<file path="src/rtl/bht_update_fifo.sv">
// Resolved-branch update buffer feeding the bimodal predictor update port.
// Producer never stalls: outcomes arriving while full are dropped and counted.
`ifndef BHT_IDX_WIDTH
`define BHT_IDX_WIDTH 6
`endif

package bht_pkg;
  typedef enum logic [1:0] {
    PRIV = 2'd0,
    USER = 2'd1,
    INIT = 2'd2
  } domain_t;
endpackage

module bht_update_fifo
  import bht_pkg::*;
#(
  parameter int DEPTH = 4,
  parameter int IDX_W = `BHT_IDX_WIDTH,
  parameter int CNT_W = 8
) (
  input  logic                     clk_i,
  input  logic                     rst_i,
  input  logic                     res_valid_i,
  input  logic [31:0]              res_pc_i,
  input  logic                     res_taken_i,
  input  logic [31:0]              res_targ_i,
  input  domain_t                  res_domain_i,
  input  logic                     flush_i,
  output logic                     deq_valid_o,
  input  logic                     deq_ready_i,
  output logic [IDX_W-1:0]         deq_idx_o,
  output logic                     deq_taken_o,
  output logic [31:0]              deq_targ_o,
  output domain_t                  deq_domain_o,
  output logic                     full_o,
  output logic [$clog2(DEPTH):0]   count_o,
  output logic [CNT_W-1:0]         drop_cnt_o
);

  localparam int PTR_W = $clog2(DEPTH);
  localparam int CW    = PTR_W + 1;

  typedef struct packed {
    logic [IDX_W-1:0] idx;
    logic             taken;
    logic [31:0]      targ;
    domain_t          domain;
  } entry_t;

  entry_t           mem [DEPTH];
  logic [PTR_W-1:0] rd_ptr_reg;
  logic [PTR_W-1:0] wr_ptr_reg;
  logic [CW-1:0]    count_reg;
  logic [CNT_W-1:0] drop_cnt_reg;

  logic   deq_fire;
  logic   res_ok;
  logic   enq_ok;
  logic   drop;
  logic   is_full;
  entry_t head;
  entry_t new_entry;

  // Only the index bits of the PC are stored; the rest are intentionally ignored.
  logic unused_pc_parity;
  assign unused_pc_parity = ^res_pc_i;

  assign is_full   = (count_reg == CW'(DEPTH));
  assign deq_fire  = (count_reg != '0) && deq_ready_i;
  assign res_ok    = res_valid_i && (res_domain_i != INIT) && !flush_i;
  assign enq_ok    = res_ok && (!is_full || deq_fire);
  assign drop      = res_ok && is_full && !deq_fire;

  assign new_entry.idx    = res_pc_i[IDX_W+1:2];
  assign new_entry.taken  = res_taken_i;
  assign new_entry.targ   = res_targ_i;
  assign new_entry.domain = res_domain_i;

  always_ff @(posedge clk_i) begin
    if (rst_i) begin
      rd_ptr_reg   <= '0;
      wr_ptr_reg   <= '0;
      count_reg    <= '0;
      drop_cnt_reg <= '0;
    end else begin
      if (drop && (drop_cnt_reg != '1)) begin
        drop_cnt_reg <= drop_cnt_reg + 1'b1;
      end
      if (flush_i) begin
        rd_ptr_reg <= '0;
        wr_ptr_reg <= '0;
        count_reg  <= '0;
      end else begin
        if (enq_ok) begin
          wr_ptr_reg <= wr_ptr_reg + 1'b1;
        end
        if (deq_fire) begin
          rd_ptr_reg <= rd_ptr_reg + 1'b1;
        end
        if (enq_ok && !deq_fire) begin
          count_reg <= count_reg + 1'b1;
        end else if (!enq_ok && deq_fire) begin
          count_reg <= count_reg - 1'b1;
        end
      end
    end
  end

  // Storage needs no reset: outputs are masked whenever the FIFO is empty.
  always_ff @(posedge clk_i) begin
    if (!rst_i && enq_ok) begin
      mem[wr_ptr_reg] <= new_entry;
    end
  end

  assign head = mem[rd_ptr_reg];

  assign deq_valid_o  = (count_reg != '0);
  assign deq_idx_o    = deq_valid_o ? head.idx   : '0;
  assign deq_taken_o  = deq_valid_o ? head.taken : 1'b0;
  assign deq_targ_o   = deq_valid_o ? head.targ  : 32'd0;
  assign deq_domain_o = deq_valid_o ? head.domain : INIT;
  assign full_o       = is_full;
  assign count_o      = count_reg;
  assign drop_cnt_o   = drop_cnt_reg;

endmodule
</file>
<file path="config.mk">
export PLATFORM = sky130hd
export DESIGN_NAME = bht_update_fifo
export DESIGN_NICKNAME = d
export VERILOG_FILES = /design/src/rtl/bht_update_fifo.sv
export SDC_FILE = /design/constraint.sdc
export NUM_CORES = 1
export LEC_CHECK = 0
export CAP_MARGIN = 25
export CORE_UTILIZATION = 31
export CTS_BUF_LIST = sky130_fd_sc_hd__clkbuf_4
export CTS_CLUSTER_SIZE = 25
export DETAILED_ROUTE_END_ITERATION = 10
export PLACE_DENSITY_LB_ADDON = 0.2
export SYNTH_ARGS = -nofsm -noshare
export SYNTH_HDL_FRONTEND = slang
export SYNTH_SLANG_ARGS = --single-unit
</file>
<file path="constraint.sdc">
create_clock -name clk_i -period 3.3 [get_ports clk_i]
set_input_delay 0.66 -clock clk_i [delete_from_list [all_inputs] [get_ports clk_i]]
set_output_delay 0.66 -clock clk_i [all_outputs]
set_load 0.1 [all_outputs]
</file>
==> impl_metrics.json, run 1 <==
{
  "status": "finished, final reports clean",
  "switching_share": 0.285,
  "syn2layout_area_growth_pct": 29.5,
  "tns_ns": 0,
  "port_buffers": 99,
  "vias": 3633,
  "syn_nets": 436,
  "finalHoldViolCount": 0,
  "cts-hold-fix-buffers": 0,
  "grt_pass1_wl_um": 21800,
  "dr.pass1.iters": 4,
  "fin_skew_ns": 0.0227,
  "end_kind": "primary output",
  "ys_top_cells_by_count": "edfxtp_1, and2_1, mux4_2, dfxtp_1",
  "crit_slowest_cell": "dfxtp_4",
  "synth_cell_types": 38,
  "cts_setup_buffers": 0,
  "cp_top_family": "flip-flops",
  "yosysTopAreaCellShare": 0.694,
  "critPathArrivalTime_ns": 2.41,
  "path_clk_slew_ns": 0.13,
  "clockBufferDepth": 2,
  "drive_gt1_frac": 0.339,
  "timing.critical_path.buf_inv": 2,
  "worst_slew_pin_slew_ns": 0.573,
  "holdCritPathClass": "register to register",
  "synth_warnings": 0,
  "cts.sinks": 181,
  "p_seq_frac": 0.563,
  "largest_reg_flops": 164,
  "rsz0062_at_grt": "false",
  "timing.final.crit_share": 0.931,
  "grt_antenna_before_repair": 2,
  "startpoint_type": "register",
  "syn_area_mm2": 0.00710,
  "ioPinCount": 126,
  "p_int_mw": 3.21,
  "gr-total-overflow": 0,
  "clk_latency_ns": 0.56,
  "syn_avg_cell_area_um2": 19.9,
  "synthCells": 357,
  "grt_max_degree": 43,
  "switchingPower_mw": 1.28,
  "yosysSeqAreaShare": 0.742,
  "synth_ff_type": "edfxtp_1",
  "drv_cap": 0,
  "gp_congestion": 0.731,
  "pwr-share-comb": 0.189,
  "relSlewSlack": 0.617,
  "cts_tree": "yes",
  "total_power_mw": 4.49,
  "fin_crit_ns": 3.07,
  "n_fill_cell": 2069,
  "setup_viol": 0,
  "synth_top_area_cell": "edfxtp_1",
  "drc_errors": 0,
  "p_per_area_mw_per_mm2": 488,
  "critPathRequiredTime_ns": 2.64,
  "async_flop_share": 0,
  "fmax_mhz": 326,
  "ys_ff_latch": 181,
  "critPathKind": "register to primary output",
  "initial_core_util": 0.315,
  "slew_viol_final": 0,
  "cp_cell_sequence": "buf_4 > mux4_2 > and2_2 > buf_12",
  "synth.area.top_cells": "edfxtp_1, mux4_2, dfxtp_1, and2_1, ha_1",
  "die_y_um": 153,
  "peakVddDrop_uv": 198,
  "crit_fanout": 15,
  "drt_wl_total_um": 14000,
  "drt-initial-drc-count": 187,
  "grt_pass1_vias": 3877,
  "top_register": "mem",
  "cts_max_level": 4,
  "drt.antenna.violating_nets": 0,
  "core-area_mm2": 0.0226,
  "die_w_um": 153,
  "power.leakage_nw": 2.94,
  "die_area_mm2": 0.0235,
  "max_stage_delay_ns": 0.58,
  "rows": 55,
  "wl_per_cell_um": 18.2,
  "finalNetCount": 550,
  "cts_made_buffers": 17,
  "hpwlAfterDp_um": 8570,
  "power.clock.fraction": 0.248,
  "synth_edf_count": 164,
  "cts_resized": 0,
  "synthMostInstantiatedCell": "edfxtp_1",
  "grt_usage": 0.126,
  "clockRootBuffer": "clkbuf_4",
  "vias_per_cell": 4.72
}
[tightest hold or removal path, stage by stage (launching register included)]
cell	delay, ns
dfxtp_1	0.36
o41ai_1	0.07
a21oi_1	0.06
[layout by cell type (no fill, tap or decap), drive strengths merged, types with 2 or more instances in the layout]
cell	synthesis	routed
edfxtp	164	164
buf	10	68
clkdlybuf4s50	0	45
mux4	41	41
and2	41	41
clkbuf	7	19
dfxtp	17	17
nor2	8	8
a21oi	8	8
inv	6	7
ha	6	6
clkinvlp	0	6
or4	5	5
clkinv	0	5
nand2	4	4
and3	4	4
xor2	4	4
nand3	4	4
o41ai	3	3
o31ai	3	3
o21ai	3	3
or2	2	2
mux2i	2	2
nor4b	2	2
or3	2	2
[metal layers]
layer,share of wire,global-route usage,vias to the layer above
met4,0.016,0.0471,0
met1,0.43,0.157,1888
met5,0,0,-
met2,0.51,0.207,73
met3,0.043,0.0360,18
li1,-,-,1654
[worst paths after layout]
kind,cells past startpoint,to,slack (ns),startpoint
hold reg to reg,2,drop_cnt_o[6]$_SDFFE_PP0P_,0.52,drop_cnt_o[6]$_SDFFE_PP0P_
setup / recovery,4,deq_targ_o[26],0.23,register
hold / removal,2,drop_cnt_o[6]$_SDFFE_PP0P_,0.52,drop_cnt_o[6]$_SDFFE_PP0P_
setup reg to reg,9,count_o[2]$_SDFFE_PP0P_,0.89,count_o[2]$_SDFFE_PP0P_
[through the flow]
| stage | area (um^2) | hold WS (ns) | setup WS (ns) | util | cells |
|---|---|---|---|---|---|
| after floorplan | 7120 | 0.485 | 0.215 | - | 357 |
| after global placement | 8940 | 0.476 | 0.222 | 0.396 | 737 |
| after detailed placement | 8940 | 0.501 | 0.148 | 0.396 | 737 |
| after CTS | 9190 | 0.518 | 0.0778 | 0.407 | 769 |
| after global routing | 9190 | 0.560 | 0.0212 | 0.407 | 770 |
| final | 9190 | 0.524 | 0.229 | 0.407 | 770 |
[power by group through the flow]
| stage | clock network (mW) | registers [mW] | logic [mW] |
|---|---|---|---|
| after global placement | 0 | 2.58 | 0.851 |
| after CTS | 1.17 | 2.53 | 0.859 |
| final | 1.11 | 2.53 | 0.848 |
| after global routing | 1.24 | 2.53 | 0.879 |
| after floorplan | 0 | 2.59 | 0.491 |
| after detailed placement | 0 | 2.58 | 0.858 |
[final cells by class]
cell class | instances | area (um^2) | share of cell area
diodes | 1 | 2.50 | 0.000272
multi-input cells | 152 | 1740 | 0.189
inverters | 6 | 22.5 | 0.00245
repair buffers | 113 | 1550 | 0.168
flip-flops and latches | 181 | 5270 | 0.573
clock inverters | 13 | 110 | 0.0120
clock buffers | 19 | 143 | 0.0155
well taps | 285 | 357 | 0.0388
[cells by family (layout without fill, tap and decap cells)]
family | count (synthesis) | in the layout | share of synthesized area
and+or+nand+nor | 79 | 79 | 0.0735
AOI/OAI and AO/OA | 18 | 18 | 0.0159
adders and majority gates | 7 | 7 | 0.0134
xor gates and xnor gates | 5 | 5 | 0.00617
muxes | 43 | 43 | 0.133
other | 0 | 1 | 0
DFF | 181 | 181 | 0.742
buffers and inverters | 24 | 151 | 0.0166
(Power assumes the default switching activity.)
==> inputs of run 2 (changes only) <==
--- a/config.mk
+++ b/config.mk
@@ -8,7 +8,6 @@
 export CAP_MARGIN = 25
 export CORE_UTILIZATION = 31
 export CTS_BUF_LIST = sky130_fd_sc_hd__clkbuf_4
-export CTS_CLUSTER_SIZE = 25
 export DETAILED_ROUTE_END_ITERATION = 10
 export PLACE_DENSITY_LB_ADDON = 0.2
 export SYNTH_ARGS = -nofsm -noshare
==> results of run 2 <==
Final layout, timing and power as in run 1 (identical DEF).
==> inputs of run 3 (changes only) <==
--- a/config.mk
+++ b/config.mk
@@ -9,7 +9,9 @@
 export CORE_UTILIZATION = 31
 export CTS_BUF_LIST = sky130_fd_sc_hd__clkbuf_4
 export DETAILED_ROUTE_END_ITERATION = 10
+export MAX_ROUTING_LAYER = met4
 export PLACE_DENSITY_LB_ADDON = 0.2
+export SLEW_MARGIN = 0
 export SYNTH_ARGS = -nofsm -noshare
 export SYNTH_HDL_FRONTEND = slang
 export SYNTH_SLANG_ARGS = --single-unit
==> run 3 against run 2 <==
Count of clock-buffer cells in the layout stayed put; first-iteration DRC count is 1.1% higher; non-clock buffer count stayed put; sequential power hardly changed; critical endpoint unchanged; wire length is 0.30% lower; clock power hardly changed; worst hold slack worse by 0.0029 ns; largest cell class unchanged; fmax hardly changed.
==> impl_metrics.json, run 3 (synthesized netlist as in run 1, its figures left out) <==
{
  "core-area_mm2": 0.0226,
  "slew_viol_final": 0,
  "drt.antenna.violating_nets": 0,
  "status": "finished, final reports clean",
  "vias_per_cell": 4.70,
  "port_buffers": 99,
  "pwr-share-comb": 0.189,
  "drt_wl_total_um": 14000,
  "grt_max_degree": 43,
  "vias": 3625,
  "cts_setup_buffers": 0,
  "ioPinCount": 126,
  "gp_congestion": 0.740,
  "grt_usage": 0.129,
  "post-route-util": 0.407,
  "drt-initial-drc-count": 189,
  "final_cell_mix": "edfxtp_1, buf_12, clkdlybuf4s50_1, mux4_2, and2_1",
  "holdCritPathClass": "register to register",
  "whs_ns": 0.521,
  "drc_errors": 0,
  "hpwlAfterDp_um": 8570,
  "cts.sinks": 181,
  "power.leakage_nw": 2.94,
  "grt_pass1_vias": 3878,
  "p_int_mw": 3.21,
  "switching_share": 0.285,
  "drive_gt1_frac": 0.339,
  "fin_crit_ns": 3.07,
  "finalNetCount": 550,
  "fmax_mhz": 326,
  "peakVddDrop_uv": 197,
  "setup_viol": 0,
  "power.clock.fraction": 0.247,
  "startpoint_type": "register",
  "cts_resized": 0,
  "fin_skew_ns": 0.0217,
  "finalHoldViolCount": 0,
  "dp.cells": 737,
  "syn2layout_area_growth_pct": 29.5,
  "timing.final.crit_share": 0.931,
  "rsz0062_at_grt": "false",
  "path_clk_slew_ns": 0.13,
  "grt_pass1_wl_um": 21700,
  "clk_latency_ns": 0.56,
  "die_w_um": 153,
  "initial_core_util": 0.315,
  "cts-hold-fix-buffers": 0,
  "p_seq_frac": 0.564,
  "p_per_area_mw_per_mm2": 488,
  "switchingPower_mw": 1.28,
  "end_kind": "primary output",
  "top_register": "mem",
  "gr-total-overflow": 0,
  "crit_fanout": 15,
  "worst_slew_pin_slew_ns": 0.593,
  "fin_cells": 771,
  "cts_tree": "yes",
  "clockBufferDepth": 2,
  "grt_antenna_before_repair": 2,
  "rows": 55,
  "cts_made_buffers": 17,
  "critPathRequiredTime_ns": 2.64,
  "die_y_um": 153,
  "largest_reg_flops": 164,
  "n_fill_cell": 2070,
  "clockRootBuffer": "clkbuf_4",
  "drv_cap": 0,
  "critPathKind": "register to primary output",
  "final_common_cell": "edfxtp_1",
  "die_area_mm2": 0.0235,
  "wl_per_cell_um": 18.1,
  "tns_ns": 0,
  "relSlewSlack": 0.603,
  "cts_max_level": 4,
  "dr.pass1.iters": 4,
  "critPathArrivalTime_ns": 2.41
}
run 3: final cells by class:
| class | count | area (um^2) | area share |
|---|---|---|---|
| Tap cell | 285 | 357 | 0.0388 |
| Antenna cell | 2 | 5.00 | 0.000544 |
| Timing Repair Buffer | 113 | 1550 | 0.168 |
| Clock buffer | 19 | 143 | 0.0155 |
| Multi-Input combinational cell | 152 | 1740 | 0.189 |
| Sequential cell | 181 | 5270 | 0.573 |
| Clock inverter | 13 | 110 | 0.0120 |
| Inverter | 6 | 22.5 | 0.00245 |
run 3: worst max-delay path, stage by stage (launching register included):
cell     delay [ns]
dfxtp_4        0.58
buf_4          0.33
mux4_2         0.54
and2_2         0.23
buf_12         0.17
run 3: final timing paths:
path / slack, ns / endpoint / depth (start not counted) / startpoint
max: 0.23 / deq_targ_o[26] / 4 / register
min: 0.52 / drop_cnt_o[6]$_SDFFE_PP0P_ / 2 / drop_cnt_o[6]$_SDFFE_PP0P_
max reg2reg: 0.89 / count_o[2]$_SDFFE_PP0P_ / 9 / count_o[2]$_SDFFE_PP0P_
min reg2reg: 0.52 / drop_cnt_o[6]$_SDFFE_PP0P_ / 2 / drop_cnt_o[6]$_SDFFE_PP0P_
run 3: power by group through the flow:
stage          registers (mW)  clock network [mW]  logic [mW]
6_report                 2.53                1.11       0.848
4_1_cts                  2.53                1.17       0.859
3_3_place_gp             2.58                   0       0.851
3_5_place_dp             2.58                   0       0.858
2_1_floorplan            2.59                   0       0.491
5_1_grt                  2.53                1.24       0.879
run 3: per-layer routing:
layer / up-vias / wire (um) / track usage
met5: - / 0 / -
met4: 0 / 228 / 0.0471
met3: 17 / 587 / 0.0340
met2: 71 / 7060 / 0.207
met1: 1883 / 6080 / 0.158
li1: 1654 / - / -
run 3: per-stage QoR:
stage	power, mW	area (um^2)	setup WS, ns
3_5_place_dp	3.44	8940	0.148
3_3_place_gp	3.43	8940	0.222
5_1_grt	4.66	9200	0.0251
4_1_cts	4.56	9190	0.0778
6_report	4.49	9200	0.228
2_1_floorplan	3.09	7120	0.215
